<file path="src/rtl/alu_seq_if.sv">
// Request/result bundle for alu_seq: operation request in, registered results and status out.
interface alu_seq_if #(
  parameter int unsigned WIDTH = 32
);
  logic             start;
  logic [3:0]       aluCtr;
  logic [WIDTH-1:0] input1;
  logic [WIDTH-1:0] input2;
  logic             busy;
  logic             done;
  logic [WIDTH-1:0] aluRes;
  logic [WIDTH-1:0] aluHi;
  logic             zero;
  logic             divZero;

  modport master (
    output start, aluCtr, input1, input2,
    input  busy, done, aluRes, aluHi, zero, divZero
  );

  modport slave (
    input  start, aluCtr, input1, input2,
    output busy, done, aluRes, aluHi, zero, divZero
  );
endinterface

</file>
<file path="src/rtl/alu_seq.sv">
// Multi-cycle ALU: single-cycle logic/arith ops plus iterative unsigned multiply and
// restoring divide, one bit per cycle, with registered results and a start/busy/done handshake.
module alu_seq #(
  parameter int unsigned WIDTH = 32
) (
  input logic       clk,
  input logic       reset,
  alu_seq_if.slave  bus
);
  localparam int unsigned CntW = $clog2(WIDTH + 1);

  typedef enum logic [1:0] {StIdle, StMul, StDiv} state_e;

  state_e           state_q;
  logic [CntW-1:0]  cnt_q;
  logic [WIDTH-1:0] hi_q, lo_q, opnd_q;
  logic             busy_q, done_q, zero_q, div_zero_q;
  logic [WIDTH-1:0] res_q, res_hi_q;

  logic [WIDTH:0]   mul_sum, div_shl, div_diff;
  logic             div_ge;
  logic [WIDTH-1:0] step_hi, step_lo, op_res;

  // hi/lo hold {partial product, multiplier} for MUL and {remainder, dividend/quotient} for DIV,
  // so both loops leave the final {aluHi, aluRes} pair in {hi, lo}.
  always_comb begin
    mul_sum  = {1'b0, hi_q} + (lo_q[0] ? {1'b0, opnd_q} : '0);
    div_shl  = {hi_q, lo_q[WIDTH-1]};
    div_diff = div_shl - {1'b0, opnd_q};
    div_ge   = ~div_diff[WIDTH];
    if (state_q == StMul) begin
      step_hi = mul_sum[WIDTH:1];
      step_lo = {mul_sum[0], lo_q[WIDTH-1:1]};
    end else begin
      step_hi = div_ge ? div_diff[WIDTH-1:0] : div_shl[WIDTH-1:0];
      step_lo = {lo_q[WIDTH-2:0], div_ge};
    end
  end

  always_comb begin
    op_res = '0;
    case (bus.aluCtr)
      4'b0010: op_res = bus.input1 + bus.input2;
      4'b0110: op_res = bus.input1 - bus.input2;
      4'b0000: op_res = bus.input1 & bus.input2;
      4'b0001: op_res = bus.input1 | bus.input2;
      4'b0111: op_res = {{(WIDTH-1){1'b0}}, (bus.input1 < bus.input2)};
      4'b1100: op_res = ~(bus.input1 | bus.input2);
      default: op_res = '0;
    endcase
  end

  always_ff @(posedge clk) begin
    if (reset) begin
      state_q    <= StIdle;
      cnt_q      <= '0;
      hi_q       <= '0;
      lo_q       <= '0;
      opnd_q     <= '0;
      busy_q     <= 1'b0;
      done_q     <= 1'b0;
      res_q      <= '0;
      res_hi_q   <= '0;
      zero_q     <= 1'b1;
      div_zero_q <= 1'b0;
    end else begin
      done_q <= 1'b0;
      case (state_q)
        StIdle: begin
          if (bus.start) begin
            if (bus.aluCtr == 4'b1000 || (bus.aluCtr == 4'b1001 && bus.input2 != '0)) begin
              state_q <= (bus.aluCtr == 4'b1000) ? StMul : StDiv;
              busy_q  <= 1'b1;
              cnt_q   <= '0;
              hi_q    <= '0;
              lo_q    <= bus.input1;
              opnd_q  <= bus.input2;
            end else if (bus.aluCtr == 4'b1001) begin
              res_q      <= '1;
              res_hi_q   <= bus.input1;
              zero_q     <= 1'b0;
              div_zero_q <= 1'b1;
              done_q     <= 1'b1;
            end else begin
              res_q      <= op_res;
              res_hi_q   <= '0;
              zero_q     <= (op_res == '0);
              div_zero_q <= 1'b0;
              done_q     <= 1'b1;
            end
          end
        end
        default: begin
          hi_q <= step_hi;
          lo_q <= step_lo;
          if (cnt_q == CntW'(WIDTH - 1)) begin
            state_q    <= StIdle;
            cnt_q      <= '0;
            busy_q     <= 1'b0;
            done_q     <= 1'b1;
            res_q      <= step_lo;
            res_hi_q   <= step_hi;
            zero_q     <= (step_lo == '0);
            div_zero_q <= 1'b0;
          end else begin
            cnt_q <= cnt_q + 1'b1;
          end
        end
      endcase
    end
  end

  assign bus.busy    = busy_q;
  assign bus.done    = done_q;
  assign bus.aluRes  = res_q;
  assign bus.aluHi   = res_hi_q;
  assign bus.zero    = zero_q;
  assign bus.divZero = div_zero_q;
endmodule

</file>
<file path="src/flat_wrapper.sv">
// flat-port wrapper written by rule: the top's interface ports become plain ports
module alu_seq_flat 
#(
  parameter int unsigned WIDTH = 32
)
  (clk, reset, bus_start, bus_aluCtr, bus_input1, bus_input2, bus_busy, bus_done, bus_aluRes, bus_aluHi, bus_zero, bus_divZero);
  alu_seq_if #(.WIDTH(WIDTH)) bus_i ();
  input logic clk;
  input logic reset;
  input wire logic [$bits(bus_i.start)-1:0] bus_start;
  input wire logic [$bits(bus_i.aluCtr)-1:0] bus_aluCtr;
  input wire logic [$bits(bus_i.input1)-1:0] bus_input1;
  input wire logic [$bits(bus_i.input2)-1:0] bus_input2;
  output wire logic [$bits(bus_i.busy)-1:0] bus_busy;
  output wire logic [$bits(bus_i.done)-1:0] bus_done;
  output wire logic [$bits(bus_i.aluRes)-1:0] bus_aluRes;
  output wire logic [$bits(bus_i.aluHi)-1:0] bus_aluHi;
  output wire logic [$bits(bus_i.zero)-1:0] bus_zero;
  output wire logic [$bits(bus_i.divZero)-1:0] bus_divZero;
  assign bus_i.start = bus_start;
  assign bus_i.aluCtr = bus_aluCtr;
  assign bus_i.input1 = bus_input1;
  assign bus_i.input2 = bus_input2;
  assign bus_busy = bus_i.busy;
  assign bus_done = bus_i.done;
  assign bus_aluRes = bus_i.aluRes;
  assign bus_aluHi = bus_i.aluHi;
  assign bus_zero = bus_i.zero;
  assign bus_divZero = bus_i.divZero;
  alu_seq #(.WIDTH(WIDTH)) u_core (.clk(clk), .reset(reset), .bus(bus_i));
endmodule
</file>
<file path="config.mk">
export PLATFORM = sky130hd
export DESIGN_NAME = alu_seq_flat
export DESIGN_NICKNAME = d
export VERILOG_FILES = /design/src/rtl/alu_seq_if.sv /design/src/rtl/alu_seq.sv /design/src/flat_wrapper.sv
export SDC_FILE = /design/constraint.sdc
export NUM_CORES = 1
export LEC_CHECK = 0
export CORE_MARGIN = 2
export CORE_UTILIZATION = 53
export CTS_CLUSTER_DIAMETER = 80
export DETAILED_ROUTE_END_ITERATION = 8
export DONT_BUFFER_PORTS = 1
export PLACE_DENSITY = 0.68
export SYNTH_ARGS = -nofsm -noshare
export SYNTH_HDL_FRONTEND = slang
export SYNTH_SLANG_ARGS = --single-unit
export TNS_END_PERCENT = 20
</file>
<file path="constraint.sdc">
create_clock -name clk -period 5.4 [get_ports clk]
set_input_delay 1.62 -clock clk [delete_from_list [all_inputs] [get_ports clk]]
set_output_delay 1.62 -clock clk [all_outputs]
set_load 0.02 [all_outputs]
</file>
Yosys cells after proc, flatten, opt, wreduce, memory -nomap -nowiden
Index checks and enable logic that the tools add are counted.
Word-level totals
  register bits: 172
  word-level logic and storage cells: 92
Operators by class
  add/sub/neg operators: 5
  magnitude comparators: 1
  equality and inequality tests: 12
  multiplexer cells: 47
  bitwise operators: 4
  reductions and logical operators: 12
Operators by type and width (number)
  two-way mux 32 bit: 20
  case mux 32 bit (6 select lines): 1
  zero test 32 bit: 2
  adder 32 x 33 -> 33 bit: 1
  subtractor 33 x 32 -> 33 bit: 1
  adder 32 bit: 1
  AND 32 bit: 1
  < comparator 32 bit: 1
  inverter 32 bit: 1
  OR 32 bit: 1
  nonzero test 32 bit: 1
  subtractor 32 bit: 1
  two-way mux 6 bit: 4
  two-way mux 1 bit: 17
  equality test 4 bit, second input constant: 3
  two-way mux 2 bit: 5
  AND reduction 3 bit: 3
  equality test 4 x 3 -> 1 bit, second input constant: 2
  adder 6 x 1 -> 6 bit, second input constant: 1
  equality test 6 x 5 -> 1 bit, second input constant: 1
  equality test 4 x 1 -> 1 bit, second input constant: 1
  equality test 4 x 2 -> 1 bit, second input constant: 1
  zero test 4 bit: 1
  inequality test 2 bit, second input constant: 2
  other kinds (8): 8

Depth between registers and ports, before layout
  depth in word-level cells: 8
  mapped depth: 17
  mapped depth without buffers: 16

Least setup slack after synthesis
Ideal clock, no wire load.
  path type: input to register
  from: input port bus_input1[0]
  to: register u_core.zero_q (netlist: u_core.bus.zero)
  arrival time: 4480 ps
  slack: 858 ps
  cell stages on the path: 15
  cells stage by stage: inv_1 -> ha_1 -> fa_1 -> o21bai_1 -> o211ai_1 -> a221oi_2 -> nor3_1 -> a221o_1 -> a221oi_2 -> and4_1 -> and4_1 -> nand4bb_1 -> nor4_1 -> nand4_1 -> nand3_1
Between the ends
  longest elaborated chain between the ends: 8
  elaborated cells on any way between the ends: 12
  classes of those cells: add/sub: 2; order compare: 1; mux: 5; bitwise: 3; reduce/logical: 1
RTL lines
  start: declaration: line flat_wrapper.sv:12  | input wire logic [$bits(bus_i.input1)-1:0] bus_input1;
  branches (longest 2 deep; another with subtractor 32 bit)
  case mux 32 bit (6 select lines) (*): line alu_seq.sv:42  | case (bus.aluCtr)
  zero test 32 bit (*): line alu_seq.sv:87  | zero_q <= (op_res == '0);
  two-way mux 1 bit (*): line alu_seq.sv:78  | end else if (bus.aluCtr == 4'b1001) begin
  two-way mux 1 bit (*): line alu_seq.sv:71  | if (bus.aluCtr == 4'b1000 || (bus.aluCtr == 4'b1001 && bus.input2 != '0)) begin
  two-way mux 1 bit (*): line alu_seq.sv:70  | if (bus.start) begin
  two-way mux 1 bit (*): line alu_seq.sv:68  | case (state_q)
  end signal: assignment: line alu_seq.sv:87
  end signal: assignment: line alu_seq.sv:103  | zero_q <= (step_lo == '0);
  end: declaration: line alu_seq.sv:17  | logic busy_q, done_q, zero_q, div_zero_q;
Mark *: on every way between the ends. The select of a mux whose other input is x is not followed.
A chain may end at the register's enable or synchronous reset.

Final worst setup path
  from: input port bus_input1[1]
  to: register u_core.zero_q (netlist: u_core.bus.zero)
Same word-level chain as after synthesis.

==> flow_metrics.tcl <==
set metrics [dict create \
    syn_area_per_cell_um2 7.13 \
    antenna_left 0 \
    finalHoldViolations 0 \
    start_util 0.538 \
    multi_input_area_mm2 0.0119 \
    synth_fa_ha_area_frac 0.141 \
    grt_max_degree 174 \
    synth_compound_area_frac 0.320 \
    synth_xor_area_frac 0.0299 \
    nets 2486 \
    netlist.area_leader.share 0.210 \
    postCtsHoldBufs 0 \
    power_frac_comb 0.362 \
    antenna_found_initial 1 \
    clock_power_share 0.289 \
    cp.arrival_ns 5.18 \
    hp-class "reg -> reg" \
    drive_gt1_frac 0.0552 \
    clockBufferDepth 2 \
    ys_types 85 \
    required_ns 5.81 \
    postPlaceCellArea_mm2 0.0168 \
    syn-instance-count 2303 \
    synthFlopType "dfxtp_1" \
    hold-worst-slack_ns 0.456 \
    layoutNonFillerInstCount 2642 \
    ys_seq_area_frac 0.210 \
    grt_pass1_vias 16447 \
    cts_resized 0 \
    wl_per_cell_um 23.5 \
    coreArea_mm2 0.0305 \
    die_x_um 180 \
    power_density_mw_per_mm2 241 \
    seqPwrFrac 0.349 \
    swShare 0.396 \
    final_cell_mix "303 x nor2_1, 269 x a21oi_1, 231 x nand2_1" \
    dp_cells 2610 \
    track_usage 0.373 \
    layout.filler_cells 3024 \
    start_kind "primary input" \
    clk_pin_slew_ns 0.08 \
    yosys-top-cells-area "dfxtp_1 21%, ha_1 14%, a21oi_1 8.2%" \
    seq_area_mm2 0.00344 \
    route.vias.total 17378 \
    overflow 0 \
    n_antenna_cell 0 \
    postSynth.asyncResetShare 0 \
    relSlewSlack 0.378 \
    synth_edf_count 0 \
    numCtsBuffers 17 \
    critical_path.endpoint_type "flop" \
    final_common_cell "nor2_1" \
    post_cts.repair.setup_buffers 0 \
    synth_top_cell_by_area "dfxtp_1" \
    ys_seq_elements 172 \
    drv_slew 0 \
    post-route-cell-area_mm2 0.0173 \
    grt_pass1_wl_um 94900 \
    synth_nets 2556 \
    power.internal_w 0.00252 \
    ir_drop_mv 0.232 \
    first_pass_iters 5 \
    worst_slew_pin_slew_ns 0.928 \
    gp_congestion 0.950 \
    cts_tree "yes" \
    synth_top_family_by_area "compound AO/OA/AOI/OAI gates" \
    io-pin-count 139 \
    setup_tns_ns 0 \
    rows 64 \
    die_height_um 180 \
    vias_per_cell 6.58 \
    syn_to_final_growth_pct 5.65 \
    port_buffers 0 \
    maxCapViolCount 0 \
    drc 0 \
    power_leakage_nw 7.07 \
    fin_crit_sh 0.883 \
    max_freq_ghz 0.210 \
    rsz0062_at_grt "no" \
    drt_wl_total_um 62200 \
    drt_iter0_markers 1882 \
    status "finished clean" \
    switchingPower_w 0.00165 \
    critPathMaxFanout 5 \
    dieArea_mm2 0.0324 \
    h-tree-depth 4 \
    syn_area_mm2 0.0164 \
    fin_skew_ns 0.0141 \
    crit_type "in -> reg" \
    final-setup-viol-count 0 \
    synth.area.mux_share 0.00937 \
    yosys_warnings 0 \
    dp_hpwl_um 47700 \
    synthSimpleGateAreaFrac 0.221 \
    root_buffer "clkbuf_16" \
    clock-sinks 172 \
    clk_latency_ns 0.46 \
    final.min_clock_period_ns 4.77 \
]
critical path, cell delays in order:
cell       delay [ns]
inv_1            0.11
ha_1             0.26
o21ba_2          0.25
or4_1            0.43
and3b_1          0.23
a221oi_1         0.31
a21oi_1          0.10
a2111oi_2        0.51
and4_1           0.28
and4_1           0.24
nand4bb_1        0.16
nor4_1           0.44
nand4_1          0.14
nand3_1          0.09
cells in the mapped netlist (all sizes together) (22+ instances only):
cell type	number
buf	43
o211ai	34
a21oi	270
a22oi	25
a221oi	24
nand3	40
nand2	231
ha	178
inv	156
a211oi	66
dfxtp	172
nor3	42
nor2	305
clkbuf	95
o21ai	108
xnor2	34
xor2	22
nor2b	23
nor4	24
a21o	43
power groups by stage:
stage,Sequential [W],Combinational (W),Clock [W]
after global placement,0.00149,0.00147,0
after global routing,0.00147,0.00165,0.00126
after CTS,0.00146,0.00148,0.00122
after detailed placement,0.00149,0.00147,0
after floorplan,0.00146,0.00109,0
final,0.00146,0.00151,0.00121
state kept, by name, summed over array words and instances, names as in the netlist:
name                count
u_core.bus.aluHi       32
u_core.bus.aluRes      32
u_core.hi_q            32
u_core.lo_q            32
u_core.opnd_q          32
u_core.cnt_q            6
u_core.state_q          2
u_core.bus.busy         1
u_core.bus.divZero      1
u_core.bus.done         1
u_core.bus.zero         1
path summary, 6_finish.rpt:
path	from	endpoint	slack (ns)	cells after the start
setup / recovery	bus_input1[1]	u_core.bus.zero	0.63	14
hold / removal	u_core.opnd_q[29]	u_core.opnd_q[29]	0.46	2
setup reg to reg	u_core.lo_q[31]	u_core.bus.aluHi[6]	0.83	16
hold reg to reg	u_core.opnd_q[29]	u_core.opnd_q[29]	0.46	2
metal layers:
| layer | GRT usage | routed length (µm) | up-vias |
|---|---|---|---|
| li1 | - | - | 8213 |
| met1 | 0.465 | 25100 | 8152 |
| met2 | 0.594 | 27800 | 827 |
| met3 | 0.0883 | 5710 | 186 |
| met4 | 0.204 | 3540 | 0 |
| met5 | 0 | 0 | - |
through the flow:
stage / total power [W] / setup slack, ns / util
6_report: 0.00418 / 0.630 / 0.569
5_1_grt: 0.00438 / 0.430 / 0.569
4_1_cts: 0.00416 / 0.728 / 0.569
3_5_place_dp: 0.00296 / 0.250 / 0.551
3_3_place_gp: 0.00295 / 0.240 / 0.551
2_1_floorplan: 0.00255 / 0.858 / -
layout make-up:
cell class                 count  share of cell area
clock buffer                  20              0.0258
timing repair buffer          49              0.0219
inverter                     156              0.0338
multi-input combinational   1837               0.686
clock inverter                12             0.00584
sequential                   172               0.199
tap                          396              0.0286
logic make-up after synthesis:
family	after synthesis
AO/OA/AOI/OAI	791
adder cells (fa/ha/maj)	182
flip-flops	172
multiplexers	15
XOR/XNOR	56
AND/OR/NAND/NOR	793
buffers and inverters	294
Note: power is estimated with default switching activity, not from simulation.
